<file path="src/rtl/sys_cmd_decoder.sv">
// Receive-side command decoder: assembles UART command frames into register-file
// write/read strobes and ALU requests, aborting stalled frames after a timeout.
//
// state   | meaning
// IDLE    | waiting for a command byte
// WR_ADDR | write frame, expecting address byte
// WR_DATA | write frame, expecting data byte
// RD_ADDR | read frame, expecting address byte
// OP_A    | ALU frame, expecting operand A (written to reg 0)
// OP_B    | ALU frame, expecting operand B (written to reg 1)
// ALU_FUN | expecting ALU function code
module sys_cmd_decoder #(
  parameter int BUS_WIDTH      = 8,
  parameter int ADDR_WIDTH     = 4,
  parameter int FUN_WIDTH      = 4,
  parameter int TIMEOUT_CYCLES = 1024
) (
  input  logic                  clk,
  input  logic                  rst,
  input  logic [BUS_WIDTH-1:0]  rx_data,
  input  logic                  rx_valid,
  output logic                  rf_wr_en,
  output logic                  rf_rd_en,
  output logic [ADDR_WIDTH-1:0] rf_addr,
  output logic [BUS_WIDTH-1:0]  rf_wr_data,
  output logic                  alu_en,
  output logic [FUN_WIDTH-1:0]  alu_fun,
  output logic                  frame_err,
  output logic                  busy
);

  localparam int CNT_W = (TIMEOUT_CYCLES > 2) ? $clog2(TIMEOUT_CYCLES) : 1;
  localparam logic [CNT_W-1:0] CNT_LAST = CNT_W'(TIMEOUT_CYCLES - 1);

  localparam logic [BUS_WIDTH-1:0] CMD_WR     = BUS_WIDTH'(8'hAA);
  localparam logic [BUS_WIDTH-1:0] CMD_RD     = BUS_WIDTH'(8'hBB);
  localparam logic [BUS_WIDTH-1:0] CMD_ALU_OP = BUS_WIDTH'(8'hCC);
  localparam logic [BUS_WIDTH-1:0] CMD_ALU    = BUS_WIDTH'(8'hDD);

  typedef enum logic [2:0] {
    IDLE,
    WR_ADDR,
    WR_DATA,
    RD_ADDR,
    OP_A,
    OP_B,
    ALU_FUN
  } state_t;

  state_t                state_q, state_d;
  logic [CNT_W-1:0]      cnt_q, cnt_d;
  logic                  rf_wr_en_q, rf_wr_en_d;
  logic                  rf_rd_en_q, rf_rd_en_d;
  logic [ADDR_WIDTH-1:0] rf_addr_q, rf_addr_d;
  logic [BUS_WIDTH-1:0]  rf_wr_data_q, rf_wr_data_d;
  logic                  alu_en_q, alu_en_d;
  logic [FUN_WIDTH-1:0]  alu_fun_q, alu_fun_d;
  logic                  frame_err_q, frame_err_d;
  logic                  busy_q, busy_d;

  always_ff @(posedge clk) begin
    if (!rst) begin
      state_q      <= IDLE;
      cnt_q        <= '0;
      rf_wr_en_q   <= 1'b0;
      rf_rd_en_q   <= 1'b0;
      rf_addr_q    <= '0;
      rf_wr_data_q <= '0;
      alu_en_q     <= 1'b0;
      alu_fun_q    <= '0;
      frame_err_q  <= 1'b0;
      busy_q       <= 1'b0;
    end else begin
      state_q      <= state_d;
      cnt_q        <= cnt_d;
      rf_wr_en_q   <= rf_wr_en_d;
      rf_rd_en_q   <= rf_rd_en_d;
      rf_addr_q    <= rf_addr_d;
      rf_wr_data_q <= rf_wr_data_d;
      alu_en_q     <= alu_en_d;
      alu_fun_q    <= alu_fun_d;
      frame_err_q  <= frame_err_d;
      busy_q       <= busy_d;
    end
  end

  always_comb begin
    state_d      = state_q;
    cnt_d        = cnt_q;
    rf_wr_en_d   = 1'b0;
    rf_rd_en_d   = 1'b0;
    rf_addr_d    = rf_addr_q;
    rf_wr_data_d = rf_wr_data_q;
    alu_en_d     = 1'b0;
    alu_fun_d    = alu_fun_q;
    frame_err_d  = 1'b0;

    if (state_q == IDLE) begin
      cnt_d = '0;
      if (rx_valid) begin
        unique case (rx_data)
          CMD_WR:     state_d = WR_ADDR;
          CMD_RD:     state_d = RD_ADDR;
          CMD_ALU_OP: state_d = OP_A;
          CMD_ALU:    state_d = ALU_FUN;
          default:    state_d = IDLE;
        endcase
      end
    end else if (rx_valid) begin
      // A byte on the terminal-count cycle still lands here and beats the timeout.
      cnt_d = '0;
      unique case (state_q)
        WR_ADDR: begin
          rf_addr_d = rx_data[ADDR_WIDTH-1:0];
          state_d   = WR_DATA;
        end
        WR_DATA: begin
          rf_wr_data_d = rx_data;
          rf_wr_en_d   = 1'b1;
          state_d      = IDLE;
        end
        RD_ADDR: begin
          rf_addr_d  = rx_data[ADDR_WIDTH-1:0];
          rf_rd_en_d = 1'b1;
          state_d    = IDLE;
        end
        OP_A: begin
          rf_addr_d    = '0;
          rf_wr_data_d = rx_data;
          rf_wr_en_d   = 1'b1;
          state_d      = OP_B;
        end
        OP_B: begin
          rf_addr_d    = ADDR_WIDTH'(1);
          rf_wr_data_d = rx_data;
          rf_wr_en_d   = 1'b1;
          state_d      = ALU_FUN;
        end
        ALU_FUN: begin
          alu_fun_d = rx_data[FUN_WIDTH-1:0];
          alu_en_d  = 1'b1;
          state_d   = IDLE;
        end
        default: state_d = IDLE;
      endcase
    end else if (cnt_q == CNT_LAST) begin
      state_d     = IDLE;
      frame_err_d = 1'b1;
      cnt_d       = '0;
    end else begin
      cnt_d = cnt_q + CNT_W'(1);
    end

    busy_d = (state_d != IDLE);
  end

  assign rf_wr_en   = rf_wr_en_q;
  assign rf_rd_en   = rf_rd_en_q;
  assign rf_addr    = rf_addr_q;
  assign rf_wr_data = rf_wr_data_q;
  assign alu_en     = alu_en_q;
  assign alu_fun    = alu_fun_q;
  assign frame_err  = frame_err_q;
  assign busy       = busy_q;

endmodule

</file>
<file path="config.mk">
export PLATFORM = sky130hd
export DESIGN_NAME = sys_cmd_decoder
export DESIGN_NICKNAME = d
export VERILOG_FILES = /design/src/rtl/sys_cmd_decoder.sv
export SDC_FILE = /design/constraint.sdc
export NUM_CORES = 1
export LEC_CHECK = 0
export ABC_AREA = 0
export CAP_MARGIN = 20
export CORE_MARGIN = 5
export CORE_UTILIZATION = 30
export DETAILED_ROUTE_END_ITERATION = 16
export PLACE_DENSITY = 0.57
export REMOVE_ABC_BUFFERS = 1
export SLEW_MARGIN = 40
export SYNTH_ARGS = -nofsm -noshare
export SYNTH_HDL_FRONTEND = slang
export SYNTH_SLANG_ARGS = --single-unit
</file>
<file path="constraint.sdc">
create_clock -name clk -period 1.8 [get_ports clk]
set_input_delay 0.36 -clock clk [delete_from_list [all_inputs] [get_ports clk]]
set_output_delay 0.36 -clock clk [all_outputs]
set_load 0.005 [all_outputs]
</file>
# After elaboration in Yosys (flattened, before gate mapping)

Index checks and enable logic that the tools add are counted.
Widths: inputs -> output; s select.

Bits in registers: 34

Add/subtract/negate cells: 1
Mux-type cells: 11
Reduce and logical (&&, ||, !) cells: 11
Bitwise operators: 3
Equality and inequality tests: 11

Operators with widths:

| kind                  | number |
|---|---|
| $eq 8x8->1 const B    | 4 |
| $mux 3                | 4 |
| $pmux 3 s4            | 1 |
| $pmux 4 s3            | 1 |
| $add 10x1->10 const B | 1 |
| $eq 10x10->1 const B  | 1 |
| $eq 3x3->1 const B    | 3 |
| $pmux 3 s3            | 1 |
| $reduce_and 3->1      | 3 |
| $reduce_or 3->1       | 3 |
| $eq 3x2->1 const B    | 2 |
| $reduce_bool 3->1     | 2 |
| $mux 1                | 4 |
| $reduce_or 4->1       | 1 |
| $eq 3x1->1 const B    | 1 |
| $logic_not 3->1       | 1 |
| $not 1->1             | 3 |
| $reduce_or 2->1       | 1 |

# Longest topological paths before layout

Gate-level depths: netlist of the first run.

Depth after elaboration: 5
Gate-level depth with buffers: 6
Mapped depth without buffers: 6

# Worst setup path after synthesis of the first run

Ideal clock, no wire load.

Path kind: register -> register
Start: reg cnt_q[0]
End: reg busy_q (netlist: busy)
Stages on the path, launching flop included: 7
Buffers on the path: 0
Setup slack: 0.186 ns
Arrival time: 1.487 ns
Cell sequence: dfxtp_1 > ha_1 > and3_1 > nand4_4 > o2111ai_2 > o41ai_1 > or3_1

Word-level cells in the longest chain between the ends: 5

Ends and longest elaborated chain:

| what                   | RTL line | RTL |
|---|---|---|
| from (decl)            | 51       | `logic [CNT_W-1:0] cnt_q, cnt_d;` |
| from (signal assigned) | 75       | `cnt_q <= cnt_d;` |
| $eq 10x10->1           | 146      | `end else if (cnt_q == CNT_LAST) begin` |
| $mux 3                 | 146      |  |
| $mux 3                 | 109      | `end else if (rx_valid) begin` |
| $mux 3                 | 98       | `if (state_q == IDLE) begin` |
| $reduce_bool 3->1      | 154      | `busy_d = (state_d != IDLE);` |
| to (signal assigned)   | 83       | `busy_q <= busy_d;` |
| to (decl)              | 59       | `logic busy_q, busy_d;` |

No other way between the ends.
A chain may end at the register's enable or synchronous reset.

# Worst setup path in the final report of the first run

Start: reg cnt_q[1]
End: reg busy_q (netlist: busy)

Same word-level chain as after synthesis.

==> reports/results.md, run 1 <==
### Status
- finished clean — run status

### Drt
- 4.874 — drt via density
- 4 — detailed-router iteration count before antenna repair
- 0 — number of nets with antenna violations after detailed routing
- 13.09 microns — average wire per standard cell
- 1,160 — via count
- 3.115 mm — total detailed-routing wirelength
- 42 — number of DRC markers in iteration 0
- 0 — total DRC errors in the routed layout

### Worst setup path
- ha_2, and3_2, nand4_4, o2111ai_2, o41ai_1, or3_1 — cells along the critical path
- 1.97 ns — critical path required time
- flop — Critical Path Start Type
- 6 — Worst Reg2Reg Path Length in Cells
- 0.16 ns — setup slack of the most critical reg-to-reg path
- flop to flop — Setup CP Type
- busy — worst reg2reg path endpoint
- 5 — maximum fanout encountered on the critical timing path
- 0.35 ns — maximum single-stage delay on the critical path
- 1.82 ns — CP Data Arrival Time
- cnt_q[1] — Reg2Reg Launch Point
- sky130_fd_sc_hd__or3_1 — CP max stage cell
- flop — Critical Path Sink Type

### Placement
- 2.400 mm — placed wire-length estimate
- 0.8455 — final weighted congestion in routability-driven placement
- -0.1060 ns — setup slack at placement
- 31 — Port-buffer cells

### STA
- 0.4771 ns — Slew @ Worst Pin
- 0.6786 — worst max-slew margin expressed relative to the limit
- 0 — count of final hold-check violations
- 0 — final setup vio count
- 0.1556 ns — Setup WS post-layout
- false — setup repair after global routing missed its margin
- 0.009788 ns — setup clock skew after layout
- 1.644 ns — min cycle time layout
- 0 — final max-slew violation count
- 0.6081 GHz — Highest Clock Rate
- 0.9135 — post-route clock period utilization
- 0.4287 ns — worst hold-check slack
- 0 ns — final-layout setup total negative slack

### Final layout
- 197 — nets@finish
- 33 x sky130_fd_sc_hd__dfxtp_1, 31 x sky130_fd_sc_hd__clkdlybuf4s50_1, 19 x sky130_fd_sc_hd__nor2b_1 — leading cell types in the layout, fill and taps excluded
- 0.1452 — ratio of cells with drive above 1 in the final layout
- sky130_fd_sc_hd__dfxtp_1 — most common cell after layout, fill and taps aside
- 37.40% — area grow syn2layout
- 0 — Antenna diodes

### Power
- 1.409 mW — total design power
- 0.7565 nW — leakage component of the power
- 0.3142 mV — worst voltage drop across the vdd grid
- 730.0 mW/mm^2 — power density normalized to cell area

### Synthesis
- sky130_fd_sc_hd__dfxtp_1 — most frequently used flop master after synthesis
- 0 — yosys synthesis warning count
- 9.826 sq um — average footprint of a synthesized cell
- 143 — synthesized netlist cell count
- 34 — Synth cell types
- 34 — FF+latch count, synth
- 0 — Post-synth ARST share
- 0 — EDFF count, synth
- 0.001405 sq mm — combined area of all synthesized cells
- 0.4844 — Seq/Total Area, Yosys

### Global route
- 5.464 mm — first-pass GRT wire length
- 0.1136 — overall fraction of global-route tracks in use
- 0 — global route total overflow
- 18 — pin count of the biggest net entering global routing
- 0 — initial antenna violation count
- 1,228 — vias in the first global route

### Clock network
- 0 — cts hold-fix bufs
- done — clock tree from TritonCTS
- 34 — clock sink count
- 5 — clock buffers created by TritonCTS
- 0.07 ns — clock transition at the registers of the reported paths
- 2 — maximum clock path buffer count
- 2 — Max H-tree Level
- sky130_fd_sc_hd__clkbuf_8 — Clk Tree Root Cell
- 0.28 ns — clock latency reported for the late side of the worst-skew pair

### Min path
- cnt_q[0] — destination of the worst hold path
- flop to flop — path category of the worst min-delay check
- 1 — Worst Hold Path Cells
- cnt_q[0] — critical hold path startpoint

### Flow run
- 0 — count of max-cap constraint violations

### Floorplanning
- 0.3162 — effective utilization at floorplan
- 24 — Std-Cell Rows
- 32 — top-level port count
- 0.004444 sq mm — placeable core area
- 78.44 microns — horizontal extent of the die
- 0.006152 sq mm — die area
- 78.44 microns — die outline height

[area by class of cell]
type | instances | area, sq um
Clock buffer | 6 | 82.58
Clock inverter | 2 | 12.51
Fill cell | 430 | 2514
Inverter | 5 | 18.77
Multi-Input combinational cell | 98 | 684.4
Sequential cell | 34 | 681.9
Tap cell | 52 | 65.06
Timing Repair Buffer | 41 | 385.4
[logic make-up after synthesis]
family	count (synthesis)	synth area share
buf+inv	11	0.03117
compound gates	15	0.08014
simple gates	61	0.2538
fa+ha+maj	1	0.008903
xor+xnor	9	0.05610
mux	12	0.08549
flops	34	0.4844
[sequential cells by signal, indices dropped and copies added (netlist names)]
| register | flops |
|---|---|
| cnt_q | 10 |
| rf_wr_data | 8 |
| alu_fun | 4 |
| rf_addr | 4 |
| state_q | 3 |
| alu_en | 1 |
| busy | 1 |
| frame_err | 1 |
| rf_rd_en | 1 |
| rf_wr_en | 1 |
[cell usage after synthesis (all sizes together), types with 3 or more instances]
| master | n | share of area |
|---|---|---|
| xor2 | 4 | 0.025 |
| nand2 | 8 | 0.023 |
| clkbuf | 4 | 0.011 |
| o21ai | 4 | 0.014 |
| xnor2 | 5 | 0.031 |
| a32oi | 3 | 0.019 |
| nor2 | 15 | 0.040 |
| mux2i | 12 | 0.085 |
| nor2b | 19 | 0.085 |
| nand3 | 6 | 0.021 |
| dfxtp | 34 | 0.48 |
| inv | 5 | 0.013 |
[per-layer routing]
layer	vias to the layer above	global-route usage	routed length, microns
li1	569	-	-
met1	545	0.1261	1373
met2	37	0.1858	1435
met3	9	0.04233	207
met4	0	0.06818	98
met5	-	0	0
[how the worst max path moves through the flow]
stage	slack, ns	start	depth (start not counted)	end
global route	0.03	cnt_q[1]	6	busy
floorplan	0.18	cnt_q[0]	6	busy
detailed placement	-0.11	rx_data[1]	6	busy
global placement	-0.007	rx_data[2]	6	busy
CTS	0.10	cnt_q[0]	6	busy
finish	0.16	cnt_q[1]	6	busy
[power by group]
| part | total (mW) | internal [mW] | leakage [nW] | switching (mW) |
|---|---|---|---|---|
| logic | 0.0752 | 0.0438 | 0.435 | 0.0314 |
| clock network | 0.579 | 0.307 | 0.0472 | 0.272 |
| registers | 0.755 | 0.753 | 0.274 | 0.00132 |
[critical path: cells and delay by family, from the launching register on]
kind	cells	cell delay [ns]
and+or+nand+nor	3	0.71
DFF	1	0.34
AOI/OAI and AO/OA	2	0.29
adders and majority gates	1	0.19
[what timing repair did]
action	CTS	global route
endpoints found under the setup margin	0	1
buffers inserted	0	0
gates resized for setup	0	3
[through the flow]
step | instance area [sq um] | std cells | utilization
final | 1931 | 238 | 0.4344
after global routing | 1931 | 238 | 0.4344
after CTS | 1926 | 238 | 0.4333
after detailed placement | 1831 | 230 | 0.4119
after global placement | 1831 | 230 | 0.4119
after floorplan | 1380 | 137 | -
No activity file was read; power rests on OpenSTA's default activity.
==> run 2, diff against run 1 <==
- CAP_MARGIN: 20 -> 25
- SKIP_CTS_REPAIR_TIMING: unset -> 1
==> results of run 2 <==
Same layout as run 1: the final DEF is identical, and so are final timing and power.
